<file path="config.mk">
export PLATFORM = sky130hd
export DESIGN_NAME = prog_loader
export DESIGN_NICKNAME = d
export VERILOG_FILES = /design/src/rtl/prog_loader_pkg.sv /design/src/rtl/prog_word_assembler.sv /design/src/rtl/prog_loader.sv
export SDC_FILE = /design/constraint.sdc
export NUM_CORES = 1
export LEC_CHECK = 0
export CORE_MARGIN = 10
export CORE_UTILIZATION = 45
export CTS_BUF_LIST = sky130_fd_sc_hd__clkbuf_2 sky130_fd_sc_hd__clkbuf_4 sky130_fd_sc_hd__clkbuf_8
export DETAILED_ROUTE_END_ITERATION = 8
export PLACE_DENSITY = 0.69
export REMOVE_ABC_BUFFERS = 1
export SLEW_MARGIN = 20
export SYNTH_ARGS = -nofsm -noshare
export SYNTH_HDL_FRONTEND = slang
export SYNTH_SLANG_ARGS = --single-unit
</file>
<file path="constraint.sdc">
create_clock -name clk -period 3.6 [get_ports clk]
set_clock_uncertainty 0.05 [all_clocks]
set_input_delay 0.72 -clock clk [delete_from_list [all_inputs] [get_ports clk]]
set_output_delay 0.72 -clock clk [all_outputs]
set_load 0.03 [all_outputs]
</file>
<file path="src/rtl/prog_loader_pkg.sv">
// Shared constants, FSM encodings and helpers for the program loader.
package prog_loader_pkg;

    localparam int unsigned BYTES_PER_WORD = 6;
    localparam int unsigned BYTE_WIDTH     = 8;
    localparam int unsigned WORD_WIDTH     = BYTES_PER_WORD * BYTE_WIDTH;
    localparam int unsigned IDX_WIDTH      = 3;
    localparam int unsigned STATE_WIDTH    = 3;

    typedef logic [STATE_WIDTH-1:0] state_t;

    localparam logic [2:0] ST_IDLE  = 3'd0;
    localparam logic [2:0] ST_LOAD  = 3'd1;
    localparam logic [2:0] ST_WRITE = 3'd2;
    localparam logic [2:0] ST_CHECK = 3'd3;
    localparam logic [2:0] ST_DONE  = 3'd4;

    // Every state other than IDLE belongs to an active load.
    function automatic logic is_active(input state_t s);
        return s != ST_IDLE;
    endfunction

endpackage

</file>
<file path="src/rtl/prog_word_assembler.sv">
// Collects little-endian stream bytes into one instruction word, lane 0 first.
module prog_word_assembler
    import prog_loader_pkg::*;
#(
    parameter int unsigned NUM_LANES = BYTES_PER_WORD
) (
    input  logic                    clk,
    input  logic                    reset,
    input  logic                    clear,
    input  logic                    load,
    input  logic [7:0]              byte_in,
    output logic                    word_complete_c,
    output logic [8*NUM_LANES-1:0]  word_c
);

    logic [8*NUM_LANES-1:0] lanes_q;
    logic [IDX_WIDTH-1:0]   idx_q;

    // word_c already carries the incoming byte so the final lane is usable on its own edge.
    always_comb begin
        word_c = lanes_q;
        for (int k = 0; k < int'(NUM_LANES); k++) begin
            if (idx_q == IDX_WIDTH'(k)) begin
                word_c[8*k +: 8] = byte_in;
            end
        end
    end

    assign word_complete_c = load && (idx_q == IDX_WIDTH'(NUM_LANES - 1));

    always_ff @(posedge clk) begin
        if (reset || clear) begin
            lanes_q <= '0;
            idx_q   <= '0;
        end else if (load) begin
            lanes_q <= word_c;
            idx_q   <= word_complete_c ? '0 : idx_q + IDX_WIDTH'(1);
        end
    end

endmodule

</file>
<file path="src/rtl/prog_loader.sv">
// Loads a byte stream into program memory as 48-bit words while holding the CPU in reset.
// Define PROG_LOADER_CHECKSUM_EN to require a trailing XOR checksum byte per load.
module prog_loader #(
    parameter int unsigned ADDR_WIDTH     = 16,
    parameter int unsigned BYTES_PER_WORD = 6
) (
    input  logic                          clk,
    input  logic                          reset,
    input  logic                          start,
    input  logic [ADDR_WIDTH:0]           word_count,
    input  logic [7:0]                    in_data,
    input  logic                          in_valid,
    output logic                          in_ready,
    output logic                          rom_we,
    output logic [ADDR_WIDTH-1:0]         rom_addr,
    output logic [8*BYTES_PER_WORD-1:0]   rom_data,
    output logic                          cpu_hold,
    output logic                          busy,
    output logic                          done,
    output logic                          error
);

    import prog_loader_pkg::*;

    localparam int unsigned CW = ADDR_WIDTH + 1;
    localparam int unsigned DW = 8 * BYTES_PER_WORD;

`ifdef PROG_LOADER_CHECKSUM_EN
    localparam logic [2:0] ST_AFTER_LAST = ST_CHECK;
`else
    localparam logic [2:0] ST_AFTER_LAST = ST_DONE;
`endif

    state_t                state_q, state_d;
    logic [CW-1:0]         count_q;
    logic [ADDR_WIDTH-1:0] word_idx_q;

    logic          fire_c;
    logic          start_ok_c;
    logic          last_word_c;
    logic          asm_load_c;
    logic          asm_complete_c;
    logic [DW-1:0] asm_word_c;

    assign fire_c      = in_valid && in_ready;
    assign start_ok_c  = (state_q == ST_IDLE) && start;
    assign last_word_c = ({1'b0, word_idx_q} == (count_q - CW'(1)));
    assign asm_load_c  = fire_c && (state_q == ST_LOAD);

    prog_word_assembler #(
        .NUM_LANES       (BYTES_PER_WORD)
    ) u_asm (
        .clk             (clk),
        .reset           (reset),
        .clear           (start_ok_c),
        .load            (asm_load_c),
        .byte_in         (in_data),
        .word_complete_c (asm_complete_c),
        .word_c          (asm_word_c)
    );

    // Next-state logic.
    always_comb begin
        state_d = state_q;
        case (state_q)
            ST_IDLE: begin
                if (start) begin
                    state_d = (word_count == '0) ? ST_AFTER_LAST : ST_LOAD;
                end
            end
            ST_LOAD: begin
                if (asm_complete_c) begin
                    state_d = ST_WRITE;
                end
            end
            ST_WRITE: begin
                state_d = last_word_c ? ST_AFTER_LAST : ST_LOAD;
            end
            ST_CHECK: begin
                if (fire_c) begin
                    state_d = ST_DONE;
                end
            end
            ST_DONE: begin
                state_d = ST_IDLE;
            end
            default: begin
                state_d = ST_IDLE;
            end
        endcase
    end

    // State register; status outputs are decoded from the next state so they align with it.
    always_ff @(posedge clk) begin
        if (reset) begin
            state_q    <= ST_IDLE;
            count_q    <= '0;
            word_idx_q <= '0;
            in_ready   <= 1'b0;
            rom_we     <= 1'b0;
            rom_addr   <= '0;
            rom_data   <= '0;
            cpu_hold   <= 1'b0;
            busy       <= 1'b0;
            done       <= 1'b0;
        end else begin
            state_q  <= state_d;
            in_ready <= (state_d == ST_LOAD) || (state_d == ST_CHECK);
            rom_we   <= (state_d == ST_WRITE);
            cpu_hold <= is_active(state_d);
            busy     <= is_active(state_d);
            done     <= (state_d == ST_DONE);

            if (start_ok_c) begin
                count_q    <= word_count;
                word_idx_q <= '0;
            end else if ((state_q == ST_WRITE) && !last_word_c) begin
                word_idx_q <= word_idx_q + ADDR_WIDTH'(1);
            end

            if (asm_complete_c) begin
                rom_addr <= word_idx_q;
                rom_data <= asm_word_c;
            end
        end
    end

`ifdef PROG_LOADER_CHECKSUM_EN
    logic [7:0] csum_q;

    // Running XOR over data bytes; the byte received in CHECK is compared against it.
    always_ff @(posedge clk) begin
        if (reset) begin
            csum_q <= '0;
            error  <= 1'b0;
        end else if (start_ok_c) begin
            csum_q <= '0;
            error  <= 1'b0;
        end else if (asm_load_c) begin
            csum_q <= csum_q ^ in_data;
        end else if ((state_q == ST_CHECK) && fire_c && (in_data != csum_q)) begin
            error <= 1'b1;
        end
    end
`else
    assign error = 1'b0;
`endif

endmodule

</file>
Yosys cells after proc, flatten, opt, wreduce, memory -nomap -nowiden
Index checks and enable logic that the tools add are counted.

Logic and storage cells: 53. Input bits: 29. Flip-flop bits (word level): 155.

Add/sub/neg operators: 3. Mux-type cells: 13. Eq/ne operators: 13. Reductions and logical operators: 13.

Operators by type and width (number): 2-to-1 mux 8 bit (6); equality test 3 x 2 -> 1 bit, second input constant (6); 2-to-1 mux 3 bit (6); equality test 16 x 17 -> 1 bit (1); logical NOT 17 bit (1); subtractor 17 x 1 -> 17 bit, second input constant (1); adder 16 x 1 -> 16 bit, second input constant (1); case mux 3 bit (4 select lines) (1); equality test 3 x 1 -> 1 bit, second input constant (3); equality test 3 bit, second input constant (3); logical NOT 3 bit (2); logical AND 1 bit (5); adder 3 x 1 -> 3 bit, second input constant (1); nonzero test 3 bit (1); logical OR 1 bit (2); OR reduction 2 bit (1); logical NOT 1 bit (1).

Logic depth before layout (Yosys ltp)
Word-level depth: 7. Depth in mapped cells: 11. Gate-level depth less buffers: 10.

By module
Synthesis repeated with hierarchy kept, for this count alone.

Cells, all modules: 797. Area total of the unflattened synthesis: 7171.9 um^2.

By module, submodules not included: prog_loader (sequential area each 2082.0 um^2, instances 1, cells an instance 513, area each 4643.2 um^2); prog_word_assembler (sequential area each 1021.0 um^2, instances 1, cells an instance 284, area each 2528.7 um^2).

Worst setup path before layout
Ideal clock, no wire load.

Kind: register to register. Start point: reg count_q[0]. End point: reg in_ready. Period minus slack after synthesis: 2.565 ns. Path slack: 1.035 ns. Buffers on the path: 1. Data arrival time: 2.400 ns. Library setup time: 0.115 ns. Stages on the path, launching flop included: 12. Required time: 3.435 ns. Cells stage by stage: dfxtp_1 -> inv_1 -> ha_1 -> nor3b_2 -> and4_4 -> or4_2 -> nand3_2 -> o21ai_2 -> nor2_2 -> buf_6 -> nor2_2 -> o21ba_1.

Longest elaborated chain between the ends: 6. Elaborated cells on any way between the ends: 7. Those cells by class: add/sub: 1; eq/ne: 3; mux: 2; reduce/logical: 1.

Ends and longest elaborated chain: from (decl) (line prog_loader.sv:35) `logic [CW-1:0] count_q;`; from (signal assigned) (line prog_loader.sv:115) `count_q <= word_count;`; subtractor 17 x 1 -> 17 bit (*) (line prog_loader.sv:47) `assign last_word_c = ({1'b0, word_idx_q} == (count_q - CW'(1)));`; equality test 16 x 17 -> 1 bit (*) (line prog_loader.sv:47); 2-to-1 mux 3 bit (*) (line prog_loader.sv:77) `state_d = last_word_c ? ST_AFTER_LAST : ST_LOAD;`; case mux 3 bit (4 select lines) (*) (line prog_loader.sv:65) `case (state_q)`; equality test 3 x 1 -> 1 bit or equality test 3 x 2 -> 1 bit (tied branches) (line prog_loader.sv:108) `in_ready <= (state_d == ST_LOAD) || (state_d == ST_CHECK);`; logical OR 1 bit (*) (line prog_loader.sv:108); to (signal assigned) (line prog_loader.sv:108); to (decl) (line prog_loader.sv:13) `output logic in_ready,`.

Every way passes the cells marked *; elsewhere a longest branch is shown, timed or not. A chain may end at the register's enable or synchronous reset.

Worst setup path in the final report
Start point: reg count_q[0]. End point: reg word_idx_q[5].

Longest elaborated chain between the ends: 4.

Ends and longest elaborated chain: subtractor 17 x 1 -> 17 bit (line prog_loader.sv:47); equality test 16 x 17 -> 1 bit (line prog_loader.sv:47); logical NOT 1 bit (line prog_loader.sv:117) `end else if ((state_q == ST_WRITE) && !last_word_c) begin`; logical AND 1 bit (line prog_loader.sv:117); to (signal assigned) (line prog_loader.sv:118) `word_idx_q <= word_idx_q + ADDR_WIDTH'(1);`; to (decl) (line prog_loader.sv:36) `logic [ADDR_WIDTH-1:0] word_idx_q;`.

No other way between the ends.

==> flow_metrics.tcl <==
set metrics [dict create \
    die_x_um 139 \
    ant_nets 0 \
    hold_viol_final 0 \
    sw_frac_of_total_pct 25.2 \
    holdBufCountCts 0 \
    clock.fmax_mhz 311 \
    async_reset_ff_share_pct 0 \
    syn_area_sq_um 6340 \
    syn_inst 784 \
    setup_viol 0 \
    drt-total-wl_um 17000 \
    nets 878 \
    initial_core_util_pct 45.9 \
    grt_pass1_vias 5680 \
    p_leak_nw 2.50 \
    fin_crit_sh_pct 89.4 \
    yosys_register_bits 147 \
    avgSynthCellArea_sq_um 8.09 \
    placed_area_sq_um 7350 \
    endpoint_kind "flip-flop" \
    crit_slowest_cell "nor2_2" \
    synth_ff_type "dfxtp_1" \
    clk_path_buf_depth 2 \
    tightest_slew_ns 0.732 \
    arrival_ns 3.54 \
    min_from "u_asm.lanes_q[14]" \
    synth_edf_count 0 \
    seqPwrFrac_pct 50.7 \
    antenna_found_initial 1 \
    p_clk_share_pct 41.6 \
    cts-resized-gates 0 \
    critical_path.cell_chain "inv_1 > ha_1 > nor3b_2 > and4_4 > or4_2 > nand3_2 > o21ai_2 > nor2_2 > buf_4 > o21ai_0 > a21oi_1" \
    yosysSeqAreaShare_pct 46.4 \
    holdWs_ns 0.405 \
    cts_setup_buffers 0 \
    r2r_cells 11 \
    setup_total_negative_slack_ns 0 \
    drt_iter0_drc 490 \
    io_pins 99 \
    critical_path_class "reg -> reg" \
    cp.required_ns 3.92 \
    grt_max_degree 69 \
    drive_above_1_share_pct 7.13 \
    dieArea_sq_um 19200 \
    maxCapViolCount 0 \
    worstHoldEndpoint "rom_data[14]" \
    clock_sinks 147 \
    via_count 5587 \
    cts_tree "yes" \
    p_total_mw 3.29 \
    clock-root-buffer "clkbuf_8" \
    drc 0 \
    wl_per_cell_um 16.4 \
    vias_per_cell 5.39 \
    nFillCells 1266 \
    path_buf_inv 2 \
    track_usage_pct 17.4 \
    final_util_pct 56.2 \
    area_delta_synth_final_pct 22.5 \
    p_sw_mw 0.828 \
    cp-start-kind "flip-flop" \
    synth_cell_types 51 \
    yosysWarnings 0 \
    fin_area_sq_um 7770 \
    routabilityCongestion 0.851 \
    htreeDepth 4 \
    critPathTopFamily "simple AND/OR/NAND/NOR gates" \
    yosysTopAreaCell "dfxtp_1" \
    slowest_delay_ns 0.59 \
    synth_most_common_cell "nand2_1" \
    grt-ovfl-total 0 \
    status "completed" \
    dr.pass1.iters 5 \
    cts.clk_slew.worst_paths_ns 0.08 \
    p_int_mw 2.46 \
    combPwrFrac_pct 7.7 \
    yosysTopAreaCellShare_pct 46.4 \
    io_buffers 97 \
    power.density_nw_per_um2 423 \
    grt_pass1_wl_um 28100 \
    cts_made_buffers 17 \
    min_path_cells 2 \
    reg2reg_to "word_idx_q[5]" \
    synthTopCellsByCount "176 x nand2_1, 147 x dfxtp_1, 100 x a21oi_1" \
    clock_latency_ns 0.45 \
    core-area_sq_um 13800 \
    rsz0062_at_grt "no" \
    hold_path_class "reg -> reg" \
    dp_hpwl_um 11800 \
    crit_path_max_fanout 21 \
    ir_drop_mv 0.333 \
    row_count 43 \
    finalCriticalPeriod_ns 3.22 \
    ff2ff_setup_slack_ns 0.38 \
    relSlewSlack_pct 51.2 \
    dieHeight_um 139 \
    ys_top_cells_by_area "dfxtp_1 46%, nand2_1 10%, a21oi_1 7.9%" \
    slew_viol_final 0 \
    r2r-start "count_q[0]" \
]
## cells in the final DEF, fill, tap and decap left out, types with 8 or more instances in the layout
| cell | n |
|---|---|
| a211oi_1 | 8 |
| a21oi_1 | 100 |
| a311oi_1 | 9 |
| buf_4 | 8 |
| clkbuf_8 | 18 |
| clkdlybuf4s50_1 | 96 |
| dfxtp_1 | 147 |
| mux2i_1 | 34 |
| nand2_1 | 176 |
| nand3_1 | 27 |
| nand4_1 | 8 |
| nor2_1 | 65 |
| nor3_1 | 10 |
| nor4_1 | 11 |
| o21ai_0 | 16 |
| or3_1 | 12 |
| xnor2_1 | 15 |
| xor2_1 | 10 |
## layer usage
| layer | wire (um) | up-vias | track usage, % |
|---|---|---|---|
| li1 | - | 2775 | - |
| met1 | 7270 | 2640 | 19.9 |
| met2 | 8350 | 145 | 29.8 |
| met3 | 1150 | 27 | 6.40 |
| met4 | 257 | 0 | 5.05 |
| met5 | 0 | - | 0 |
## through the flow
step / std cells / setup slack (ns)
after floorplan: 717 / -0.698
after global placement: 1003 / 0.621
after detailed placement: 1003 / 0.449
after CTS: 1035 / 0.413
after global routing: 1035 / 0.0241
final: 1036 / 0.381
## power by group through the flow
stage,Combinational [mW],Sequential (mW),Clock (mW)
detailed placement,0.250,1.71,0
CTS,0.251,1.67,1.39
finish,0.253,1.67,1.37
floorplan,0.138,1.70,0
global placement,0.242,1.70,0
global route,0.276,1.67,1.46
## how the worst max path moves through the flow
| stage | startpoint | to | cells past startpoint |
|---|---|---|---|
| floorplan | in_valid | rom_data[32] | 4 |
| detailed placement | count_q[0] | word_idx_q[5] | 11 |
| global placement | count_q[0] | word_idx_q[5] | 11 |
| CTS | count_q[0] | word_idx_q[5] | 11 |
| finish | count_q[0] | word_idx_q[5] | 11 |
| global route | count_q[0] | word_idx_q[5] | 11 |
## cell type report
type | instances | area (sq um) | share of cell area, %
timing repair buffer | 106 | 1050 | 13.5
multi-input combinational | 563 | 3110 | 40.0
inverter | 7 | 26.3 | 0.338
clock inverter | 14 | 173 | 2.22
clock buffer | 18 | 248 | 3.19
tap | 180 | 225 | 2.90
sequential | 147 | 2940 | 37.9
antenna | 1 | 2.50 | 0.0322
## cell families (layout without fill, tap and decap cells)
group / after synthesis / in the layout / synth area share [%]
simple gates: 348 / 348 / 25.4
compound gates: 148 / 148 / 13.2
flops: 147 / 147 / 46.4
buf+inv: 74 / 145 / 4.85
mux: 34 / 34 / 5.36
xor+xnor: 25 / 25 / 3.45
fa+ha+maj: 7 / 7 / 1.38
other cells: 1 / 2 / 0.0591
## sequential cells by signal (all words and copies together) (netlist names)
signal / cells
busy: 1
count_q: 17
done: 1
in_ready: 1
rom_addr: 16
rom_data: 48
rom_we: 1
state_q: 3
u_asm.idx_q: 3
u_asm.lanes_q: 40
word_idx_q: 16
## worst register-to-register path: cells and delay by family, from the launching register on
family / cells / cell delay, ns
compound gates: 3 / 0.32
fa+ha+maj: 1 / 0.25
buf+inv: 2 / 0.33
flops: 1 / 0.49
simple gates: 5 / 1.69
(Power assumes the default switching activity.)
==> variant (same settings) <==
Set the package constant `STATE_WIDTH` to 4 (it was 3).
--- a/src/rtl/prog_loader_pkg.sv
+++ b/src/rtl/prog_loader_pkg.sv
@@ -5,7 +5,7 @@
     localparam int unsigned BYTE_WIDTH     = 8;
     localparam int unsigned WORD_WIDTH     = BYTES_PER_WORD * BYTE_WIDTH;
     localparam int unsigned IDX_WIDTH      = 3;
-    localparam int unsigned STATE_WIDTH    = 3;
+    localparam int unsigned STATE_WIDTH    = 4;
 
     typedef logic [STATE_WIDTH-1:0] state_t;
 
Function: same outputs for any inputs over 10 cycles, from zero or initial values and one cycle with reset high; that may be too few to reach the edited logic, so the function may still have changed.
==> variant against the original RTL <==
Utilization down 0.31 points. Wire length shrank 0.23%. Synthesized area up 0.43%. Non-clock buffer count rose by 1. Hold slack improved by 0.0034 ns. Worst setup slack improved by 0.056 ns. Final cell count unchanged. Power is 4.4% lower. Design area down 0.16%. Sequential cell count grew 1. Critical path type unchanged. Critical endpoint is now word_idx_q[4].
==> variant: results (changes against the original RTL) <==
Synthesis
  – Avg Cell Area, Syn: 8.13 sq um (was 8.09 sq um)
  – Register area share after synthesis: 0.465 (was 0.464)
  – Distinct cells, synth: 51 (unchanged)
  – Commonest cells in the synthesized netlist: sky130_fd_sc_hd__nand2_1, sky130_fd_sc_hd__dfxtp_1, sky130_fd_sc_hd__a21oi_1 (unchanged)
  – Count of yosys warnings during synthesis: 0 (unchanged)
  – Cell types occupying the most area after synthesis: sky130_fd_sc_hd__dfxtp_1, sky130_fd_sc_hd__nand2_1, sky130_fd_sc_hd__a21oi_1 (unchanged)

Global routing
  – Number of antenna violations at the first check in global routing: 0 (was 1)
  – Total GRT Usage: 0.177 (was 0.174)
  – Wire length of the first global-routing pass: 28,500 um (was 28,100 um)
  – Vias in the first global route: 5,604 (was 5,680)
  – Largest net degree at the start of global routing: 63 (was 69)

Critical path
  – Worst-case register-to-register setup slack: 0.44 ns (was 0.38 ns)
  – First element of the critical path: count_q[9] (was count_q[0])
  – Highest cell delay on the worst timing path: 0.59 ns (about the same)
  – CP max stage cell: sky130_fd_sc_hd__nor4_1 (was sky130_fd_sc_hd__nor2_2)
  – Crit Path Max Fanout: 10 (was 21)
  – Arrival time at the worst endpoint: 3.50 ns (was 3.54 ns)

Route
  – Violation count after the first detailed-routing iteration: 400 (was 490)
  – Number of detailed-route iterations in the first pass: 5 (unchanged)
  – Number of vias per cell: 5.46 (was 5.39)
  – Wire per inst: 16.4 um (about the same)

Place
  – Weighted congestion at the end of routability-driven global placement: 0.873 (was 0.851)
  – Final HPWL DP: 12,000 um (was 11,800 um)
  – Setup slack after placement: 0.512 ns (was 0.449 ns)
  – Instance area at placement: 0.00737 sq mm (was 0.00735 sq mm)

STA
  – Worst hold slack across all endpoints: 0.408 ns (was 0.405 ns)
  – Worst rel slew slack: 0.503 (was 0.512)
  – Maximum clock frequency: 0.316 GHz (was 0.311 GHz)

Clock network
  – H-tree depth: 4 (unchanged)
  – Post-CTS Setup Inserts: 0 (unchanged)

Final layout
  – Antenna Diode Count: 0 (was 1)
  – Layout net count: 879 (was 878)
  – Share of layout cells above drive strength 1: 0.0631 (was 0.0713)
  – Registers with the most flip-flops: rom_data: 48 flops, u_asm.lanes_q: 40 flops, count_q: 17 flops (unchanged)
  – Filler cell count in the final layout: 1,280 (was 1,266)

Status
  – Status: complete, no violations (unchanged)

Power and ir drop
  – Maximum resistive drop on vdd: 291 uV (was 333 uV)
  – Total leakage power: 2.47 nW (was 2.50 nW)

Min path
  – Min-Delay Startpoint: u_asm.lanes_q[5] (was u_asm.lanes_q[14])
variant: area by class of cell:
cell class,count,area [sq um],share of cell area
clock inverters,14,143,0.0184
multi-input cells,562,3100,0.400
flip-flops and latches,148,2960,0.382
repair buffers,107,1050,0.136
well taps,180,225,0.0290
clock buffers,18,248,0.0319
inverters,7,26.3,0.00339
variant: final timing paths:
path                   endpoint  depth (start not counted)
setup / recovery  word_idx_q[4]                          9
hold / removal      rom_data[5]                          2
setup reg to reg  word_idx_q[4]                          9
hold reg to reg     rom_data[5]                          2
variant: kinds of logic (layout without fill, tap and decap cells):
| logic type | after synthesis | in the layout | share of synthesized area |
|---|---|---|---|
| xor+xnor | 21 | 21 | 0.0289 |
| mux | 40 | 40 | 0.0630 |
| fa+ha+maj | 7 | 7 | 0.0137 |
| flops | 148 | 148 | 0.465 |
| simple gates | 336 | 336 | 0.237 |
| buf+inv | 75 | 146 | 0.0520 |
| compound gates | 156 | 156 | 0.140 |
| other cells | 1 | 2 | 0.000588 |
variant: report_power, final:
group,internal [mW],total (mW),switching [mW],leakage [nW]
clock,0.582,1.26,0.675,0.183
sequential,1.65,1.66,0.0172,1.19
combinational,0.0925,0.223,0.130,1.09
total,2.32,3.14,0.822,2.47
variant: per-layer routing:
layer  global-route usage  vias to the layer above  share of wire
met5                    0                        -              0
met4               0.0577                        0          0.015
met3               0.0640                       23          0.062
met2                0.297                      133           0.49
met1                0.204                     2718           0.43
li1                     -                     2782              -
variant: worst max-delay path: cells and delay by family (launching register included):
family	cells	cell delay, ns
DFF	1	0.39
buffers and inverters	1	0.19
and+or+nand+nor	4	1.54
muxes	2	0.48
AOI/OAI and AO/OA	2	0.44
